<file path="config.mk">
export PLATFORM = sky130hd
export DESIGN_NAME = rv32_wb_arbiter
export DESIGN_NICKNAME = d
export VERILOG_FILES = /design/src/rtl/rv32_wb_arbiter.sv
export SDC_FILE = /design/constraint.sdc
export NUM_CORES = 1
export LEC_CHECK = 0
export ABC_AREA = 1
export ABC_CLOCK_PERIOD_IN_PS = 1550
export BUFFER_PORTS_ARGS = -buffer_cell sky130_fd_sc_hd__buf_2
export CORE_MARGIN = 1.5
export CORE_UTILIZATION = 43
export DETAILED_ROUTE_END_ITERATION = 10
export PLACE_DENSITY = 0.91
export SYNTH_ARGS = -nofsm -noshare
export SYNTH_HDL_FRONTEND = slang
export SYNTH_SLANG_ARGS = --single-unit
</file>
<file path="constraint.sdc">
create_clock -name clk -period 1.55 [get_ports clk]
set_clock_uncertainty 0.05 [all_clocks]
set_input_delay 0.0775 -clock clk [delete_from_list [all_inputs] [get_ports clk]]
set_output_delay 0.0775 -clock clk [all_outputs]
set_load 0.01 [all_outputs]
</file>
<file path="src/rtl/rv32_wb_arbiter.sv">
// rv32_wb_arbiter: merges pipeline and long-unit writebacks onto the RV32 register-file write port.
// Define RV32_WB_ARB_SCOREBOARD_EN to build the pending-register scoreboard and issue hazard.
module rv32_wb_arbiter #(
    parameter int STARVE_LIMIT = 4
) (
    input  logic        clk,
    input  logic        reset,
    input  logic        issue_valid_in,
    input  logic [4:0]  issue_rs1_in,
    input  logic [4:0]  issue_rs2_in,
    input  logic        issue_rs1_read_in,
    input  logic        issue_rs2_read_in,
    input  logic [4:0]  issue_rd_in,
    input  logic        issue_rd_write_in,
    input  logic        issue_long_in,
    output logic        hazard_out,
    input  logic [4:0]  pipe_rd_in,
    input  logic        pipe_rd_write_in,
    input  logic [31:0] pipe_rd_value_in,
    input  logic        long_valid_in,
    input  logic [4:0]  long_rd_in,
    input  logic [31:0] long_value_in,
    output logic        long_ready_out,
    output logic [4:0]  regs_rd_out,
    output logic        regs_rd_write_out,
    output logic [31:0] regs_rd_value_out,
    output logic        stall_out
);
    localparam int CW = $clog2(STARVE_LIMIT + 1);

    logic [4:0]    regs_rd_q, regs_rd_d;
    logic          regs_wr_q, regs_wr_d;
    logic [31:0]   regs_val_q, regs_val_d;
    logic          src_long_q, src_long_d;
    logic [CW-1:0] wait_q, wait_d;
    logic          stall_q, stall_d;
    logic          pipe_take, long_take;

    // Pipeline owns the port unless it writes x0 or the starvation stall is letting the long unit in
    always_comb begin
        pipe_take  = pipe_rd_write_in && (pipe_rd_in != 5'd0) && !stall_q;
        long_take  = long_valid_in && !pipe_take;
        regs_wr_d  = pipe_take || (long_take && (long_rd_in != 5'd0));
        regs_rd_d  = pipe_take ? pipe_rd_in : long_take ? long_rd_in : regs_rd_q;
        regs_val_d = pipe_take ? pipe_rd_value_in : long_take ? long_value_in : regs_val_q;
        src_long_d = long_take;
        wait_d     = (long_valid_in && pipe_take) ? wait_q + CW'(1) : '0;
        stall_d    = long_valid_in && pipe_take && (wait_q == CW'(STARVE_LIMIT - 1));
    end

    assign long_ready_out    = !pipe_take;
    assign regs_rd_out       = regs_rd_q;
    assign regs_rd_write_out = regs_wr_q;
    assign regs_rd_value_out = regs_val_q;
    assign stall_out         = stall_q;

    // Registered write port, source tag and starvation state
    always_ff @(posedge clk or posedge reset) begin
        if (reset) begin
            regs_rd_q  <= '0;
            regs_wr_q  <= 1'b0;
            regs_val_q <= '0;
            src_long_q <= 1'b0;
            wait_q     <= '0;
            stall_q    <= 1'b0;
        end else begin
            regs_rd_q  <= regs_rd_d;
            regs_wr_q  <= regs_wr_d;
            regs_val_q <= regs_val_d;
            src_long_q <= src_long_d;
            wait_q     <= wait_d;
            stall_q    <= stall_d;
        end
    end

`ifdef RV32_WB_ARB_SCOREBOARD_EN
    logic [31:0] pend_q, pend_d, set_mask, clr_mask;
    logic        issue_set;

    assign hazard_out = issue_valid_in && ((issue_rs1_read_in && pend_q[issue_rs1_in]) ||
                                           (issue_rs2_read_in && pend_q[issue_rs2_in]) ||
                                           (issue_rd_write_in && pend_q[issue_rd_in]));

    // Pending bit clears when the long write commits; a same-cycle set wins; x0 never pends
    always_comb begin
        issue_set = issue_valid_in && issue_long_in && issue_rd_write_in && (issue_rd_in != 5'd0) && !hazard_out && !stall_q;
        set_mask  = issue_set ? (32'd1 << issue_rd_in) : 32'd0;
        clr_mask  = (regs_wr_q && src_long_q) ? (32'd1 << regs_rd_q) : 32'd0;
        pend_d    = ((pend_q & ~clr_mask) | set_mask) & ~32'd1;
    end

    // Scoreboard register
    always_ff @(posedge clk or posedge reset) begin
        if (reset) pend_q <= '0;
        else pend_q <= pend_d;
    end
`else
    logic unused_issue;

    assign hazard_out   = 1'b0;
    assign unused_issue = ^{issue_valid_in, issue_rs1_in, issue_rs2_in, issue_rs1_read_in, issue_rs2_read_in,
                            issue_rd_in, issue_rd_write_in, issue_long_in, src_long_q};
`endif
endmodule
</file>
== Word-level counts from Yosys, hierarchy flattened ==
Cells that the tools add are included.

* Add/subtract/negate cells: 1
* Equal/unequal tests: 1
* Muxes and demuxes: 5
* Reduce and logical (&&, ||, !) cells: 12

{| class="wikitable"
|+ Operators with widths
! kind !! number
|-
| 2-to-1 mux 32 bit || 2
|-
| 2-to-1 mux 5 bit || 2
|-
| nonzero test 5 bit || 2
|-
| logical AND 1 bit || 6
|-
| adder 3 x 1 -> 3 bit (second input constant) || 1
|-
| equality test 3 x 2 -> 1 bit (second input constant) || 1
|-
| 2-to-1 mux 3 bit || 1
|-
| logical NOT 1 bit || 2
|-
| nonzero test 2 bit || 1
|-
| logical OR 1 bit || 1
|}

* Register bits after elaboration: 42
* Bits of input ports: 98
* Output and inout bits: 41
* Word-level logic and storage cells: 24

== Depth between registers and ports, before layout ==
Gate-level depths: netlist of run 1.

* Word-level depth: 7
* Gate-level depth with buffers: 7
* Depth with buffers taken out: 5

== Worst setup path after synthesis of run 1 ==
OpenSTA, ideal clock, no wires.

* Path type: reg2reg
* Start point: register stall_q (netlist: stall_out)
* End point: register regs_val_q[10] (netlist: regs_rd_value_out[10])
* Arrival time: 1.118 ns
* Required time: 1.431 ns
* Slack: 0.313 ns
* Stages on the path, launching flop included: 6
* Buffers on the path: 2
* Period minus slack after synthesis: 1.237 ns
* Path through: dfrtp_1 -> nor2_2 -> buf_4 -> buf_2 -> nand3_1 -> nand3_1

* Word-level cells in the longest chain between the ends: 5
* Elaborated cells between the ends (all ways): 6
* Classes of those cells: 1 x mux; 5 x reduce/logical

{| class="wikitable"
|+ Ends and longest elaborated chain
! item !! line !! source
|-
| from (decl) || 36 || <nowiki>logic stall_q, stall_d;</nowiki>
|-
| from (signal assigned) || 72 || <nowiki>stall_q <= stall_d;</nowiki>
|-
| logical NOT 1 bit (*) || 41 || <nowiki>pipe_take = pipe_rd_write_in && (pipe_rd_in != 5'd0) && !stall_q;</nowiki>
|-
| logical AND 1 bit (*) || 41 ||
|-
| logical NOT 1 bit || 42 || <nowiki>long_take = long_valid_in && !pipe_take;</nowiki>
|-
| logical AND 1 bit || 42 ||
|-
| nonzero test 2 bit (no line) || -- ||
|-
| to (signal assigned) || 69 || <nowiki>regs_val_q <= regs_val_d;</nowiki>
|-
| to (decl) || 33 || <nowiki>logic [31:0] regs_val_q, regs_val_d;</nowiki>
|}

Every way passes the cells marked *; elsewhere a longest branch is shown, timed or not.
A chain may end at the register's enable or synchronous reset.

== Worst setup path after layout of run 1 ==
* Start point: register stall_q (netlist: stall_out)
* End point: output long_ready_out

* Word-level cells in the longest chain between the ends: 3

{| class="wikitable"
|+ Ends and longest elaborated chain
! item !! line !! source
|-
| logical NOT 1 bit || 41 ||
|-
| logical AND 1 bit || 41 ||
|-
| logical NOT 1 bit || 51 || <nowiki>assign long_ready_out = !pipe_take;</nowiki>
|-
| to (decl) || 23 || <nowiki>output logic long_ready_out,</nowiki>
|}

Every way passes these cells.

==> run_results.csv, run 1 <==
group,metric,value,unit
run_status,status,"finished, final reports clean",
cts,clock-root-buffer,"clkbuf_8",
power_and_ir_drop,p_per_area,779,nW/µm²
global_routing,globalRouteTotalUtil,26.3,%
sta,hold_viol,0,
worst_setup_path,end_kind,"output port",
synth,synth_most_common_cell,"nand3_1",
power_and_ir_drop,vdd_drop_max,430,µV
worst_setup_path,crit_path_top_delay_cell,"dfrtp_1",
synth,yosysTopAreaCellShare,46.9,%
power_and_ir_drop,p_sw_share,28.2,%
sta,finalSetupViolations,0,
power_and_ir_drop,clkPwrFrac,30.0,%
finish,drive_gt1_share,40.6,%
cts,numCtsBuffers,5,
synth,ys_seq_elements,42,
power_and_ir_drop,power.switching,797,µW
global_routing,grt.overflow.total,0,
floorplanning,core_area,5070,µm²
run,maxCapViolCount,0,
synth,synthDistinctLibCells,19,
worst_setup_path,cp-start-kind,"register",
power_and_ir_drop,power,2830,µW
global_routing,antenna_found_initial,0,
hold_path,hp-class,"input pin to register",
floorplanning,die_h,75.2,µm
power_and_ir_drop,seqPwrFrac,44.5,%
route,via_per_inst,5.24,
sta,fin_crit,1.46,ns
sta,fmax,685,MHz
cts,h-tree-depth,2,
route,drc,0,
synth,syn_inst,238,
route,wl,7520,µm
synth,synth-edff-count,0,
placement,port_buffers,117,
synth,synthTopCellsByArea,"dfrtp_1 (47%), nand3_1 (26%), nand3_2 (13%), buf_2 (2.0%), buf_8 (2.0%)",
finish,nets,515,
cts,worstSkewPairLatency,0.29,ns
worst_setup_path,crit_fanout,41,
worst_setup_path,critPathRequiredTime,1.42,ns
sta,tightest_slew,0.715,ns
global_routing,grt_max_degree,42,
synth,async_flop_share,100,%
worst_setup_path,path_cells,"nor2_4 > nand2_4 > buf_6 > buf_2",
placement,dp_hpwl,4120,µm
synth,ys.flop_type,"dfrtp_1",
worst_setup_path,cp.arrival,1.33,ns
cts,cts_buffer_depth,2,
worst_setup_path,cpPeakStageDelay,0.39,ns
sta,final_max_slew_viol_count,0,
finish,fin_area,3630,µm²
worst_setup_path,crit_type,"register to output port",
placement,dp_cells,411,
floorplanning,ios,139,
cts,cts.sinks,42,
global_routing,grt_pass1_vias,2452,
power_and_ir_drop,leakage,0.00178,µW
global_routing,grt_pass1_wl,11100,µm
route,wl_per_cell,15.5,µm
route,num_vias,2548,
synth,syn_area,2240,µm²
placement,postPlaceCellArea,2850,µm²
sta,fin_tns_setup,0,ns
finish,antenna_cells,0,
synth,yosys.area.top_type,"dfrtp_1",
route,ant_nets,0,
floorplanning,dieArea,5650,µm²
finish,layout.cells.non_filler,486,
placement,globalplace.congestion,0.786,
finish,fin_util,71.5,%
cts,clk_pin_slew,0.08,ns
route,drt_iter0_markers,142,
synth,yosys-top-cells-count,"nand3_1 (118), dfrtp_1 (42), nand3_2 (29)",
synth,ys_seq_area_share,46.9,%
synth,syn_nets,338,
floorplanning,rows,26,
finish,areaGrowthSynthToFinish,62.1,%
route,dr.pass1.iters,4,
synth,ys_warn_count,0,
sta,slew_headroom,52.0,%
synth,syn_avg_cell_area,9.41,µm²
floorplanning,initial_utilization,44.1,%
sta,fin_crit_sh,94.1,%
power_and_ir_drop,p_comb_share,25.5,%
floorplanning,die_x,75.2,µm
sta,rsz0062_at_grt,"false",
power_and_ir_drop,cell_internal_pwr,2030,µW
cts,cts_tree,"yes",
## layout by cell type (no fill, tap or decap), types with 2 or more instances in the layout
master	count
ha_1	2
clkinv_2	2
buf_4	6
nand3_1	118
clkbuf_8	5
inv_1	5
buf_12	2
nand3_2	29
nand2_1	4
nor2_1	6
buf_2	117
nor2_2	2
dlygate4sd3_1	67
dfrtp_1	42
## logic make-up after synthesis
family / synth area share, %
AO/OA/AOI/OAI: 0.223
adder cells (fa/ha/maj): 1.12
buffers and inverters: 8.44
flip-flops: 46.9
other: 0.167
AND/OR/NAND/NOR: 43.1
## metrics by stage
| stage | worst slack [ns] | hold slack, ns |
|---|---|---|
| 2_1_floorplan | 0.313 | 0.160 |
| 3_3_place_gp | 0.296 | 0.0823 |
| 3_5_place_dp | 0.233 | 0.0945 |
| 4_1_cts | 0.0700 | 0.00254 |
| 5_1_grt | 0.0142 | 0.0140 |
| 6_report | 0.0909 | 0.0135 |
## critical path: cells and delay by family (launching register included)
family                 cells  cell delay, ns
buffers and inverters      2            0.51
flip-flops                 1            0.39
AND/OR/NAND/NOR            2            0.14
## layout make-up
class                   instances  area [µm²]
clock buffers                   5        68.8
clock inverters                 3        40.0
fillers                       378        1440
inverters                       7        26.3
multi-input cells             166        1000
flip-flops and latches         42        1050
well taps                      70        87.6
repair buffers                193        1350
## per-layer routing
| metal | track usage (%) | wire, µm | vias up |
|---|---|---|---|
| li1 | - | - | 1189 |
| met1 | 29.1 | 2760 | 1193 |
| met2 | 48.3 | 4030 | 133 |
| met3 | 6.29 | 471 | 33 |
| met4 | 10.9 | 262 | 0 |
| met5 | 0 | 0 | - |
## repair_timing
item / CTS / global route
hold buffers: 67 / 0
hold endpoints to repair: 56 / 0
resized for setup: 1 / 0
buffers inserted: 0 / 0
setup endpoints to repair: 1 / 0
## sequential cells by signal, summed over array words and instances, names as in the netlist
name,count
regs_rd_out,5
stall_out,1
wait_q,3
regs_rd_write_out,1
regs_rd_value_out,32
## power groups by stage
stage	logic (µW)	registers (µW)	clock network, µW
floorplan	270	1320	0
global placement	559	1270	0
detailed placement	578	1270	0
CTS	708	1250	868
global route	789	1270	912
finish	722	1260	849
## final timing paths
path	from	endpoint	slack (ns)	cells after the start
max	stall_out	long_ready_out	0.09	4
min	pipe_rd_in[2]	regs_rd_out[2]	0.01	3
max reg2reg	stall_out	regs_rd_value_out[14]	0.28	5
min reg2reg	wait_q[0]	wait_q[0]	0.40	1
max in group asynchronous	reset	regs_rd_value_out[26]	0.62	4
min in group asynchronous	reset	regs_rd_value_out[6]	0.32	3
(Power assumes the default switching activity.)
==> run 2, diff against run 1 <==
--- a/config.mk
+++ b/config.mk
@@ -12,6 +12,7 @@
 export CORE_UTILIZATION = 43
 export DETAILED_ROUTE_END_ITERATION = 10
 export PLACE_DENSITY = 0.91
+export REMOVE_ABC_BUFFERS = 1
 export SYNTH_ARGS = -nofsm -noshare
 export SYNTH_HDL_FRONTEND = slang
 export SYNTH_SLANG_ARGS = --single-unit
==> run 2 against run 1 <==
Utilization shrank 0.94 points. Sequential power barely moved. Highest routed layer unchanged. Sequential share of layout area up 0.38 points. Largest power group unchanged. Flip-flop and latch count stayed put. Power decreased by 7.5%. Maximum frequency grew 1.3%. Critical path depth did not move. Clock-buffer cell count increased by 2. Combinational power decreased by 1%. First-iteration DRC count rose by 39%. Non-clock buffer count increased by 1. Critical endpoint unchanged. Die area unchanged.
==> run_results.csv, run 2 (synthesis results as in run 1) <==
group,metric,value,unit
run_status,status,"finished, final reports clean",
placement,globalplace.congestion,0.790,
worst_setup_path,reg2reg_depth,5,
route,wl_per_cell,15.3,µm
hold_path,worstHoldEndpoint,"regs_rd_out[2]",
route,num_vias,2562,
route,drt_iter0_markers,198,
finish,drive_gt1_share,40.1,%
global_routing,grt_max_degree,41,
cts,cts_tree,"yes",
cts,clk_pin_slew,0.07,ns
power_and_ir_drop,vdd_drop_max,414,µV
floorplanning,core_area,5070,µm²
sta,finalSetupViolations,0,
power_and_ir_drop,leakage,0.00176,µW
hold_path,hold_start,"long_rd_in[2]",
power_and_ir_drop,seqPwrFrac,47.9,%
finish,fin_area,3580,µm²
floorplanning,die_x,75.2,µm
cts,cts.sinks,42,
global_routing,grt.overflow.total,0,
cts,cts_setup_buffers,0,
route,ant_nets,0,
power_and_ir_drop,p_sw_share,28.8,%
worst_setup_path,rr_startpoint,"stall_out",
finish,nets,516,
route,via_per_inst,5.27,
sta,rsz0062_at_grt,"false",
run,maxCapViolCount,0,
global_routing,grt_pass1_wl,11100,µm
finish,final_common_cell,"nand3_1",
global_routing,globalRouteTotalUtil,26.1,%
power_and_ir_drop,power,2610,µW
worst_setup_path,cp-start-kind,"register",
power_and_ir_drop,cell_internal_pwr,1860,µW
route,dr.pass1.iters,5,
finish,antenna_cells,0,
worst_setup_path,r2r-end,"regs_rd_value_out[28]",
worst_setup_path,r2r_slack,0.28,ns
sta,fmax,694,MHz
sta,final_max_slew_viol_count,0,
floorplanning,initial_utilization,44.1,%
floorplanning,die_h,75.2,µm
power_and_ir_drop,p_comb_share,27.2,%
worst_setup_path,critPathRequiredTime,1.42,ns
sta,tightest_slew,0.688,ns
hold_path,hp-class,"input pin to register",
cts,worstSkewPairLatency,0.28,ns
global_routing,grt_pass1_vias,2430,
worst_setup_path,cp.arrival,1.31,ns
placement,postPlaceCellArea,2820,µm²
finish,largest_reg_flops,32,
floorplanning,dieArea,5650,µm²
placement,dp_hpwl,4060,µm
finish,final_cell_mix,"nand3_1 (118), buf_2 (117), dlygate4sd3_1 (68)",
cts,cts_buffer_depth,2,
sta,hold_viol,0,
power_and_ir_drop,clkPwrFrac,24.9,%
worst_setup_path,crit_type,"register to output port",
floorplanning,ios,139,
worst_setup_path,crit_fanout,40,
global_routing,antenna_found_initial,0,
cts,clock-root-buffer,"clkbuf_8",
route,wl,7430,µm
power_and_ir_drop,power.switching,753,µW
worst_setup_path,end_kind,"output port",
floorplanning,rows,26,
sta,slew_headroom,54.1,%
sta,fin_crit_sh,92.9,%
finish,areaGrowthSynthToFinish,60.0,%
cts,numCtsBuffers,5,
cts,h-tree-depth,2,
power_and_ir_drop,p_per_area,730,nW/µm²
sta,fin_crit,1.44,ns
route,drc,0,
finish,fillers,376,
hold_path,hold_depth,3,
placement,port_buffers,117,
-- run 2: changes by cell type in the layout (fill, tap and decap cells not counted), moves of 2 or more --
cell,delta
clkinv_2,-2
clkbuf_1,+2
buf_4,+2
buf_12,-2
-- run 2: routing by layer --
metal	up-vias	global-route usage (%)	part of all wire, %	wire length [µm]
li1	1193	-	-	-
met1	1208	29.1	36	2710
met2	133	47.0	54	4000
met3	28	6.16	6.0	447
met4	0	11.9	3.7	276
met5	-	0	0	0
-- run 2: power by group through the flow --
stage	Combinational (µW)	Sequential [µW]	Clock, µW
after CTS	698	1250	676
after global placement	550	1270	0
final	712	1250	650
after global routing	779	1260	729
after floorplan	212	1320	0
after detailed placement	567	1270	0
-- run 2: metrics by stage --
stage / hold slack [ns] / setup TNS, ns / std cells / utilization [%] / setup WS [ns]
floorplan: 0.160 / -31.51 / 215 / - / -0.802
global placement: -0.0867 / 0 / 411 / 55.6 / 0.299
detailed placement: -0.0802 / 0 / 411 / 55.6 / 0.262
CTS: 0.00136 / 0 / 485 / 70.4 / 0.101
global route: 0.0118 / 0 / 486 / 70.6 / 0.0311
finish: 0.00716 / 0 / 486 / 70.6 / 0.110
-- run 2: final cells by class --
cell class	count	area, µm²	area share, %
Clock buffer	7	76.3	2.13
Multi-Input combinational cell	166	1000	28.0
Inverter	7	26.3	0.733
Sequential cell	42	1050	29.3
Tap cell	70	87.6	2.44
Timing Repair Buffer	194	1340	37.3
-- run 2: worst max-delay path by stage --
stage                        startpoint                     to  cells past startpoint
after floorplan               stall_out  regs_rd_value_out[22]                      4
after global placement        stall_out         regs_rd_out[4]                      5
after detailed placement  pipe_rd_in[2]  regs_rd_value_out[12]                      7
after CTS                     stall_out         long_ready_out                      4
after global routing          stall_out         long_ready_out                      4
final                         stall_out         long_ready_out                      4
-- run 2: repair_timing --
item                       CTS  global route
hold buffers                67             1
setup endpoints to repair    1             0
resized for setup            1             0
hold endpoints to repair    77             1
-- run 2: critical path: stages (launching register included) --
cell and delay (ns):
dfrtp_1 0.39, nor2_4 0.06, nand2_4 0.06, buf_6 0.30, buf_2 0.20
==> run 3, diff against run 2 <==
--- a/config.mk
+++ b/config.mk
@@ -5,13 +5,13 @@
 export SDC_FILE = /design/constraint.sdc
 export NUM_CORES = 1
 export LEC_CHECK = 0
-export ABC_AREA = 1
+export ABC_AREA = 0
 export ABC_CLOCK_PERIOD_IN_PS = 1550
 export BUFFER_PORTS_ARGS = -buffer_cell sky130_fd_sc_hd__buf_2
-export CORE_MARGIN = 1.5
-export CORE_UTILIZATION = 43
+export CORE_MARGIN = 2
+export CORE_UTILIZATION = 42
 export DETAILED_ROUTE_END_ITERATION = 10
-export PLACE_DENSITY = 0.91
+export PLACE_DENSITY = 0.9
 export REMOVE_ABC_BUFFERS = 1
 export SYNTH_ARGS = -nofsm -noshare
 export SYNTH_HDL_FRONTEND = slang
==> run 3 against run 2 <==
Flip-flop and latch count unchanged. Largest power group unchanged. Sequential power barely moved. Final cell count is 23% lower. Via count decreased by 32%. Worst hold slack lost 0.0034 ns. Wire length is 29% lower. Sequential share of layout area grew 1.9 points. Utilization shrank 3.9 points. Largest cell class is now flip-flops and latches.
==> run_results.csv, run 3 <==
group,metric,value,unit
sta,fin_crit,1.49,ns
synth,synthTopCellsByArea,"dfrtp_1 (48%), mux2_2 (21%), mux2_4 (18%), buf_12 (2.8%), mux2i_1 (1.8%)",
finish,layout.cells.non_filler,374,
synth,yosys.area.top_type,"dfrtp_1",
floorplanning,initial_utilization,43.2,%
power_and_ir_drop,p_sw_share,23.1,%
power_and_ir_drop,leakage,0.00170,µW
sta,finalSetupViolations,0,
power_and_ir_drop,clkPwrFrac,35.0,%
placement,dp_cells,328,
cts,cts_buffer_depth,2,
route,num_vias,1743,
sta,slew_headroom,49.7,%
power_and_ir_drop,p_per_area,900,nW/µm²
synth,yosysTopAreaCellShare,48.2,%
floorplanning,ios,139,
global_routing,grt_pass1_vias,1924,
global_routing,grt_pass1_wl,8510,µm
synth,yosys-top-cells-count,"dfrtp_1 (42), mux2_2 (40), mux2_4 (26)",
power_and_ir_drop,power.switching,700,µW
placement,dp_hpwl,3430,µm
synth,synth_most_common_cell,"dfrtp_1",
worst_setup_path,cp-start-kind,"register",
finish,largest_reg_flops,32,
finish,multiInputGateArea,1030,µm²
hold_path,hold_depth,3,
synth,synthAdderAreaFrac,1.15,%
sta,timing.hold.ws,0.00380,ns
floorplanning,die_h,76.0,µm
synth,synth_compound_area_share,1.84,%
synth,synth-edff-count,0,
hold_path,worstHoldEndpoint,"regs_rd_out[1]",
route,ant_nets,0,
synth,ys_warn_count,0,
floorplanning,core_area,5040,µm²
worst_setup_path,reg2reg_depth,4,
power_and_ir_drop,cell_internal_pwr,2330,µW
floorplanning,rows,26,
cts,cts_tree,"yes",
synth,ys_seq_elements,42,
cts,clk_pin_slew,0.08,ns
synth,yosys.area_share.simple,3.39,%
synth,syn_inst,145,
run_status,status,"finished, final reports clean",
route,wl,5300,µm
worst_setup_path,crit_path_top_delay_cell,"dfrtp_1",
cts,h-tree-depth,2,
worst_setup_path,r2r_slack,0.13,ns
cts,cts.sinks,42,
synth,synth_top_family_by_area,"multiplexers",
route,via_per_inst,4.66,
worst_setup_path,cp.arrival,1.37,ns
sta,fmax,669,MHz
cts,numCtsBuffers,5,
power_and_ir_drop,seqPwrFrac,41.4,%
hold_path,hold_start,"pipe_rd_in[1]",
sta,final_max_slew_viol_count,0,
synth,ys.flop_type,"dfrtp_1",
finish,fillers,372,
route,wl_per_cell,14.2,µm
placement,port_buffers,117,
worst_setup_path,crit_fanout,36,
global_routing,grt.overflow.total,0,
placement,globalplace.congestion,0.757,
worst_setup_path,crit_type,"register to output port",
finish,nets,403,
synth,synthDistinctLibCells,19,
finish,seq_area,1050,µm²
synth,synthXorXnorAreaFrac,0,%
hold_path,hp-class,"input pin to register",
sta,fin_crit_sh,96.4,%
synth,ys_seq_area_share,48.2,%
synth,syn_avg_cell_area,15.0,µm²
sta,hold_viol,0,
route,drc,0,
route,dr.pass1.iters,4,
worst_setup_path,critPathRequiredTime,1.42,ns
floorplanning,die_x,76.0,µm
route,drt_iter0_markers,40,
finish,antenna_cells,0,
cts,worstSkewPairLatency,0.29,ns
finish,areaGrowthSynthToFinish,54.3,%
worst_setup_path,end_kind,"output port",
power_and_ir_drop,vdd_drop_max,506,µV
power_and_ir_drop,p_comb_share,23.6,%
finish,final_cell_mix,"buf_2 (117), dfrtp_1 (42), mux2_2 (40)",
synth,syn_area,2180,µm²
finish,drive_gt1_share,67.1,%
cts,clock-root-buffer,"clkbuf_8",
worst_setup_path,r2r-end,"regs_rd_value_out[3]",
global_routing,antenna_found_initial,0,
finish,final_common_cell,"buf_2",
run,maxCapViolCount,0,
worst_setup_path,rr_startpoint,"stall_out",
synth,async_flop_share,100,%
worst_setup_path,path_cells,"nor2b_4 > o21a_4 > inv_16 > buf_2",
sta,tightest_slew,0.750,ns
global_routing,globalRouteTotalUtil,18.2,%
global_routing,grt_max_degree,43,
floorplanning,dieArea,5780,µm²
synth,synthMuxAreaShare,40.4,%
worst_setup_path,cpPeakStageDelay,0.41,ns
## run 3: changes by cell type after synthesis, moves of 6 or more
| cell | previous run | this run |
|---|---|---|
| buf_2 | 9 | 0 |
| nor2_1 | 6 | 0 |
| mux2_2 | 0 | 40 |
| mux2_4 | 0 | 26 |
| nand3_1 | 118 | 0 |
| nand3_2 | 29 | 0 |
## run 3: how the worst max path moves through the flow
stage / slack (ns) / endpoint / startpoint
final: 0.06 / long_ready_out / stall_out
after global routing: -0.006 / long_ready_out / stall_out
after detailed placement: -0.22 / regs_rd_value_out[24] / pipe_rd_in[3]
after global placement: -0.18 / regs_rd_value_out[30] / pipe_rd_in[3]
after CTS: 0.003 / long_ready_out / stall_out
after floorplan: -0.04 / regs_rd_value_out[24] / pipe_rd_in[3]
## run 3: cells by family after synthesis
| family | after synthesis |
|---|---|
| buffers and inverters | 12 |
| multiplexers | 70 |
| AO/OA/AOI/OAI | 6 |
| flip-flops | 42 |
| adder cells (fa/ha/maj) | 2 |
| other | 1 |
| AND/OR/NAND/NOR | 12 |
## run 3: per-layer routing
metal | share of wire [%] | vias up | GRT usage [%]
met5 | 0 | - | 0
met4 | 1.9 | 0 | 6.73
met3 | 6.5 | 12 | 5.21
met2 | 53 | 81 | 32.9
met1 | 39 | 822 | 20.5
li1 | - | 828 | -
## run 3: timing repair
item	in CTS	in global routing
setup buffers	0	2
hold endpoints to repair	54	0
endpoints found under the setup margin	1	1
hold buffers	36	0
resized for setup	1	3
pin swaps	0	0
## run 3: final cells by class
type | instances | area share [%]
sequential | 42 | 31.3
clock buffer | 6 | 2.46
multi-input combinational | 91 | 30.7
inverter | 3 | 0.818
timing repair buffer | 160 | 30.4
clock inverter | 2 | 1.79
tap | 70 | 2.60
## run 3: power by group through the flow
stage | Sequential (µW) | Combinational, µW | Clock [µW]
after floorplan | 1320 | 301 | 0
after global placement | 1270 | 617 | 0
after detailed placement | 1270 | 638 | 0
after CTS | 1250 | 709 | 1090
after global routing | 1270 | 771 | 1130
final | 1250 | 714 | 1060
## run 3: critical path, delay by kind of cell (launching register included)
kind                   cells  cell delay, ns
flip-flops                 1            0.41
buffers and inverters      2            0.26
AO/OA/AOI/OAI              1            0.22
AND/OR/NAND/NOR            1            0.17
## run 3: metrics by stage
step	total power (µW)	TNS, ns	utilization (%)	instance area [µm²]	worst slack, ns
after floorplan	1620	-0.269	-	2090	-0.0384
after global placement	1880	-4.94	56.1	2830	-0.183
after detailed placement	1910	-5.97	56.1	2830	-0.220
after CTS	3050	0	66.1	3330	0.00293
after global routing	3170	-0.00601	66.7	3360	-0.00601
final	3030	0	66.7	3360	0.0554
